## config.mk

```make
export PLATFORM = sky130hd
export DESIGN_NAME = packet_scheduler
export DESIGN_NICKNAME = d
export VERILOG_FILES = /design/src/rtl/packet_scheduler.sv
export SDC_FILE = /design/constraint.sdc
export NUM_CORES = 1
export LEC_CHECK = 0
export CAP_MARGIN = 20
export CELL_PAD_IN_SITES_DETAIL_PLACEMENT = 0
export CELL_PAD_IN_SITES_GLOBAL_PLACEMENT = 1
export CORE_AREA = 2 2 523 525
export CTS_BUF_LIST = sky130_fd_sc_hd__clkbuf_8
export CTS_CLUSTER_DIAMETER = 200
export DETAILED_ROUTE_END_ITERATION = 10
export DIE_AREA = 0 0 525 527
export GPL_TIMING_DRIVEN = 0
export PLACE_DENSITY = 0.39
export SLEW_MARGIN = 20
export SYNTH_ARGS = -nofsm -noshare
export SYNTH_HDL_FRONTEND = slang
export SYNTH_SLANG_ARGS = --single-unit
```

## constraint.sdc

```tcl
create_clock -name clk_pixel -period 3.1 [get_ports clk_pixel]
set_clock_uncertainty 0.2 [all_clocks]
set_input_delay 0.93 -clock clk_pixel [delete_from_list [all_inputs] [get_ports clk_pixel]]
set_output_delay 0.93 -clock clk_pixel [all_outputs]
set_load 0.005 [all_outputs]
```

## src/rtl/packet_scheduler.sv

```systemverilog
// Data-island packet arbiter: index priority, age promotion, once-per-field sources.
// Optional statistics counters are built when PACKET_SCHEDULER_STATS_EN is defined.
module packet_scheduler #(
  parameter int                     NUM_SOURCES         = 4,
  parameter logic [NUM_SOURCES-1:0] ONCE_PER_FIELD_MASK = '0,
  parameter int                     AGE_LIMIT           = 8,
  parameter int                     STAT_WIDTH          = 16
) (
  input  logic                              clk_pixel,
  input  logic                              rst_n,
  input  logic                              video_field_end,
  input  logic                              packet_enable,
  input  logic [4:0]                        packet_pixel_counter,
  input  logic [NUM_SOURCES-1:0]            req,
  input  logic [NUM_SOURCES*24-1:0]         src_header,
  input  logic [NUM_SOURCES*224-1:0]        src_sub,
  output logic [23:0]                       header,
  output logic [223:0]                      sub,
  output logic [3:0]                        selected,
  output logic                              selected_valid,
  output logic [NUM_SOURCES-1:0]            ack,
  output logic [NUM_SOURCES*STAT_WIDTH-1:0] sent_count,
  output logic [STAT_WIDTH-1:0]             null_count
);

  localparam int AW = $clog2(AGE_LIMIT + 1);
  localparam logic [AW-1:0] AGE_MAX = AW'(AGE_LIMIT);

  logic [NUM_SOURCES-1:0] sent_flag;
  logic [AW-1:0]          age [NUM_SOURCES];

  logic [NUM_SOURCES-1:0] elig;
  logic [NUM_SOURCES-1:0] promo;
  logic [NUM_SOURCES-1:0] win_oh;
  logic                   win_found;
  logic [3:0]             win_idx;
  logic [23:0]            hdr_mux;
  logic [223:0]           sub_mux;

  // A coincident field end clears the flags before arbitration sees them.
  always_comb begin
    elig      = '0;
    promo     = '0;
    win_oh    = '0;
    win_found = 1'b0;
    win_idx   = '0;
    hdr_mux   = '0;
    sub_mux   = '0;
    for (int i = 0; i < NUM_SOURCES; i++) begin
      if (ONCE_PER_FIELD_MASK[i]) begin
        elig[i] = !sent_flag[i] || video_field_end;
      end else begin
        elig[i]  = req[i];
        promo[i] = req[i] && (age[i] == AGE_MAX);
      end
    end
    for (int i = NUM_SOURCES - 1; i >= 0; i--) begin
      if (elig[i]) begin
        win_found = 1'b1;
        win_idx   = 4'(i);
      end
    end
    if (|promo) begin
      for (int i = NUM_SOURCES - 1; i >= 0; i--) begin
        if (promo[i]) win_idx = 4'(i);
      end
    end
    for (int i = 0; i < NUM_SOURCES; i++) begin
      if (win_found && (win_idx == 4'(i))) begin
        win_oh[i] = 1'b1;
        hdr_mux   = src_header[24*i +: 24];
        sub_mux   = src_sub[224*i +: 224];
      end
    end
  end

  always_ff @(posedge clk_pixel) begin
    if (!rst_n) begin
      header         <= '0;
      sub            <= '0;
      selected       <= '0;
      selected_valid <= 1'b0;
      ack            <= '0;
      sent_flag      <= '0;
      for (int i = 0; i < NUM_SOURCES; i++) age[i] <= '0;
    end else begin
      ack <= '0;
      if (video_field_end && !packet_enable) sent_flag <= '0;
      if (packet_enable) begin
        header         <= hdr_mux;
        sub            <= sub_mux;
        selected       <= win_found ? win_idx : 4'd0;
        selected_valid <= win_found;
        ack            <= win_oh;
        sent_flag      <= (video_field_end ? '0 : sent_flag)
                        | (win_oh & ONCE_PER_FIELD_MASK);
        for (int i = 0; i < NUM_SOURCES; i++) begin
          if (!ONCE_PER_FIELD_MASK[i]) begin
            if (win_oh[i] || !req[i]) age[i] <= '0;
            else if (age[i] != AGE_MAX) age[i] <= age[i] + AW'(1);
          end
        end
      end
    end
  end

`ifdef PACKET_SCHEDULER_STATS_EN
  logic [STAT_WIDTH-1:0] sent_cnt [NUM_SOURCES];
  logic [STAT_WIDTH-1:0] null_cnt;

  // Counts the slot just finishing, so a new decision in the same cycle suppresses it.
  always_ff @(posedge clk_pixel) begin
    if (!rst_n) begin
      null_cnt <= '0;
      for (int i = 0; i < NUM_SOURCES; i++) sent_cnt[i] <= '0;
    end else if (packet_pixel_counter == 5'd31 && !packet_enable) begin
      if (selected_valid) begin
        for (int i = 0; i < NUM_SOURCES; i++) begin
          if (selected == 4'(i) && sent_cnt[i] != '1)
            sent_cnt[i] <= sent_cnt[i] + 1'b1;
        end
      end else if (null_cnt != '1) begin
        null_cnt <= null_cnt + 1'b1;
      end
    end
  end

  for (genvar g = 0; g < NUM_SOURCES; g++) begin : g_cnt
    assign sent_count[g*STAT_WIDTH +: STAT_WIDTH] = sent_cnt[g];
  end
  assign null_count = null_cnt;
`else
  logic unused_ppc;
  assign unused_ppc = ^packet_pixel_counter;
  assign sent_count = '0;
  assign null_count = '0;
`endif

endmodule

```

==> flow_summary_export.csv <==
group,metric,value,unit
outcome,outcome,"finished with violations",
outcome,violations,"setup timing",
setup_path,cp_num_cells,7,
setup_path,end_kind,"flop",
timing,fin_ws,-0.0782,ns
finish,regArea,5590,µm²
place,numPortBuffers,1250,
finish,drive_gt1_frac,0.112,
route,avgRoutedWirePerCell,30.9,µm
route,drc,0,
floorplanning,num_io_pins,1342,
timing,slew_viol_final,0,
synth,synth_edf_count,16,
setup_path,path_buf_inv,2,
clock_network,cts_buffer_depth,3,
route,antenna_left,0,
clock_network,ctsHoldBuffers,0,
setup_path,ff2ff_path_depth,12,
setup_path,r2r-start,"age[2][0]$_SDFFCE_PN0P_",
hold_path,worstHoldEndpoint,"selected[0]$_SDFFE_PN0P_",
synth,synthFlopType,"dfxtp_1",
synth,synth_cells,2200,
global_route,grt_pass1_vias,25600,
floorplanning,core_area,272000,µm²
timing,holdWs,0.265,ns
timing,worst_pin_slew,0.884,ns
setup_path,critPathMaxFanout,10,
setup_path,max_stage_delay,0.64,ns
synth,yosysUniqueCellTypes,48,
clock_network,cts_tree,"yes",
clock_network,clk_pin_slew,0.06,ns
finish,area_delta_synth_final,113,%
hold_path,holdCritStartpoint,"selected[0]$_SDFFE_PN0P_",
finish,nets,4645,
global_route,grt_pass1_wl,282,mm
timing,min_period,3.18,ns
floorplanning,die_height,527,µm
synth,yosysSeqAreaShare,0.321,
setup_path,crit_type,"in2reg",
timing,max_freq,315,MHz
pwr,vdd.ir_drop.worst,264,µV
place,post-place-ws,-2.18,ns
floorplanning,row_count,192,
setup_path,critPathTopFamily,"buffers and inverters",
finish,fillCellCount,31200,
setup_path,startpoint_type,"primary input",
synth,synthArstFlopShare,0,
floorplanning,die_w,525,µm
flow_run,cap_violations,0,
global_route,grt_max_degree,12,
hold_path,hp-class,"reg2reg",
pwr,p_leak,13.2,nW
setup_path,worstPathCellList,"clkdlybuf4s50_1, or3b_4, a21o_2, nand2_4, buf_4, mux2_2, a221o_1",
route,vias,25600,
route,drtPass1Iterations,5,
timing,finalSetupViolCount,50,
synth,ys_ff_latch,271,
global_route,grt_overflow,0,
finish,final_cell_mix,"1192 x clkdlybuf4s50_1, 254 x nor2_1, 252 x dfxtp_1, 250 x o21ai_0, 224 x or3_1",
global_route,grtUsageTotal,0.156,
timing,max_slew_margin,0.411,
setup_path,timing.rr.end,"sub[205]$_SDFFE_PN0P_",
synth,yosysWarnings,0,
setup_path,arrival,3.67,ns
route,routed_wl,226,mm
clock_network,root_buffer,"clkbuf_8",
finish,multi_input_area,10700,µm²
synth,syn_avg_cell_area,7.90,µm²
timing,rsz0062_at_grt,"yes",
pwr,fin_total_pwr,15.5,mW
synth,syn-cell-area,17400,µm²
clock_network,cts_buffers,70,
finish,mostFrequentLayoutCell,"clkdlybuf4s50_1",
timing,period_share,1.03,
timing,finalHoldViolCount,0,
finish,utilization,0.136,
floorplanning,initial_core_util,0.0640,
floorplanning,die_area,277000,µm²
global_route,antenna_found_initial,142,
pwr,p_per_area,417,nW/µm²
hold_path,min_path_cells,2,
place,hpwlAfterDp,195,mm
place,globalplace.congestion,0.885,
clock_network,clk_latency,0.81,ns
clock_network,htreeDepth,3,
place,placed_cell_area,34800,µm²
finish,finalInstanceArea,37100,µm²
setup_path,r2r_slack,0.09,ns
route,drt-initial-drc-count,2130,
clock_network,clock-sinks,271,
setup_path,slowest_stage,"clkdlybuf4s50_1",
route,vias_per_cell,3.50,
setup_path,required,3.59,ns
[synthesized netlist by cell type, types with 3 or more instances]
cell / instances / area share
a2111oi_0: 14 / 0.0071
and3_1: 14 / 0.0050
buf_1: 5 / 0.0011
buf_4: 85 / 0.037
o22ai_1: 224 / 0.081
a2bb2oi_1: 224 / 0.11
mux2_2: 10 / 0.0065
a221o_1: 10 / 0.0058
nor2_1: 261 / 0.056
inv_1: 14 / 0.0030
edfxtp_1: 16 / 0.028
buf_2: 62 / 0.018
a21oi_2: 3 / 0.0015
a21oi_1: 3 / 0.00086
or3_1: 224 / 0.081
nand4b_1: 5 / 0.0025
nand3_1: 14 / 0.0040
clkbuf_1: 173 / 0.037
ha_1: 8 / 0.0058
dfxtp_1: 255 / 0.29
and2_1: 16 / 0.0058
o21ai_0: 251 / 0.072
and4b_1: 3 / 0.0017
a22oi_1: 224 / 0.097
xnor2_1: 4 / 0.0020
nand2_1: 12 / 0.0026
a211oi_1: 38 / 0.016
xor2_1: 4 / 0.0020
[through the flow]
stage          std cells  setup TNS [ns]
6_report            7303          -0.796
5_1_grt             7275        -0.00343
4_1_cts             7269         -0.0133
3_5_place_dp        7125         -439.04
3_3_place_gp        7120         -569.62
2_1_floorplan       2281               0
[worst max path at each step]
stage                                  from                       to  slack (ns)
detailed placement                   req[3]    sub[223]$_SDFFE_PN0P_       -2.18
finish                               req[3]    sub[116]$_SDFFE_PN0P_       -0.08
global route          sub[177]$_SDFFE_PN0P_                 sub[177]      -0.003
global placement                     req[3]    sub[200]$_SDFFE_PN0P_       -3.06
floorplan                            req[0]  age[2][0]$_SDFFCE_PN0P_       0.006
CTS                 age[0][0]$_SDFFCE_PN0P_    sub[179]$_SDFFE_PN0P_       -0.01
[worst register-to-register path: cells and delay by family (launching register included)]
family / cells / cell delay (ns)
AND/OR/NAND/NOR: 2 / 0.29
AO/OA/AOI/OAI: 3 / 0.70
adder cells (fa/ha/maj): 1 / 0.22
buffers and inverters: 6 / 1.06
flip-flops: 1 / 0.39
[final cells by class]
| cell class | instances | share of cell area |
|---|---|---|
| antenna | 33 | 0.00223 |
| buffer | 324 | 0.0521 |
| inverter | 14 | 0.00142 |
| tap | 3589 | 0.121 |
| clock buffer | 85 | 0.0316 |
| clock inverter | 36 | 0.00685 |
| timing repair buffer | 1281 | 0.346 |
| sequential | 271 | 0.151 |
| multi-input combinational | 1670 | 0.288 |
[state kept, by name (all words and copies together) (netlist names)]
signal	count
sub	224
header	24
age	16
ack	4
selected	2
selected_valid	1
[what timing repair did]
item,in CTS,in global routing
resized for setup,172,91
pin swaps,9,6
setup buffers,23,3
setup endpoints to repair,341,217
[metal layers]
metal | track usage | part of all wire
met2 | 0.254 | 0.45
met3 | 0.0745 | 0.11
met4 | 0.0301 | 0.022
met5 | 0 | 0.0032
met1 | 0.186 | 0.41
[where the power goes]
group	internal (mW)	leakage (nW)	total, mW	switching (mW)
logic	2.91	10.1	6.14	3.24
registers	3.95	2.30	4.24	0.294
clock network	2.66	0.805	5.08	2.42
total	9.51	13.2	15.5	5.95
[cells by family after synthesis]
logic type | count (synthesis) | synth area share
fa+ha+maj | 8 | 0.00576
xor+xnor | 8 | 0.00403
compound gates | 1005 | 0.403
flops | 271 | 0.321
other cells | 1 | 0.000216
buf+inv | 340 | 0.0967
simple gates | 557 | 0.162
mux | 10 | 0.00648
No activity file was read; power rests on OpenSTA's default activity.
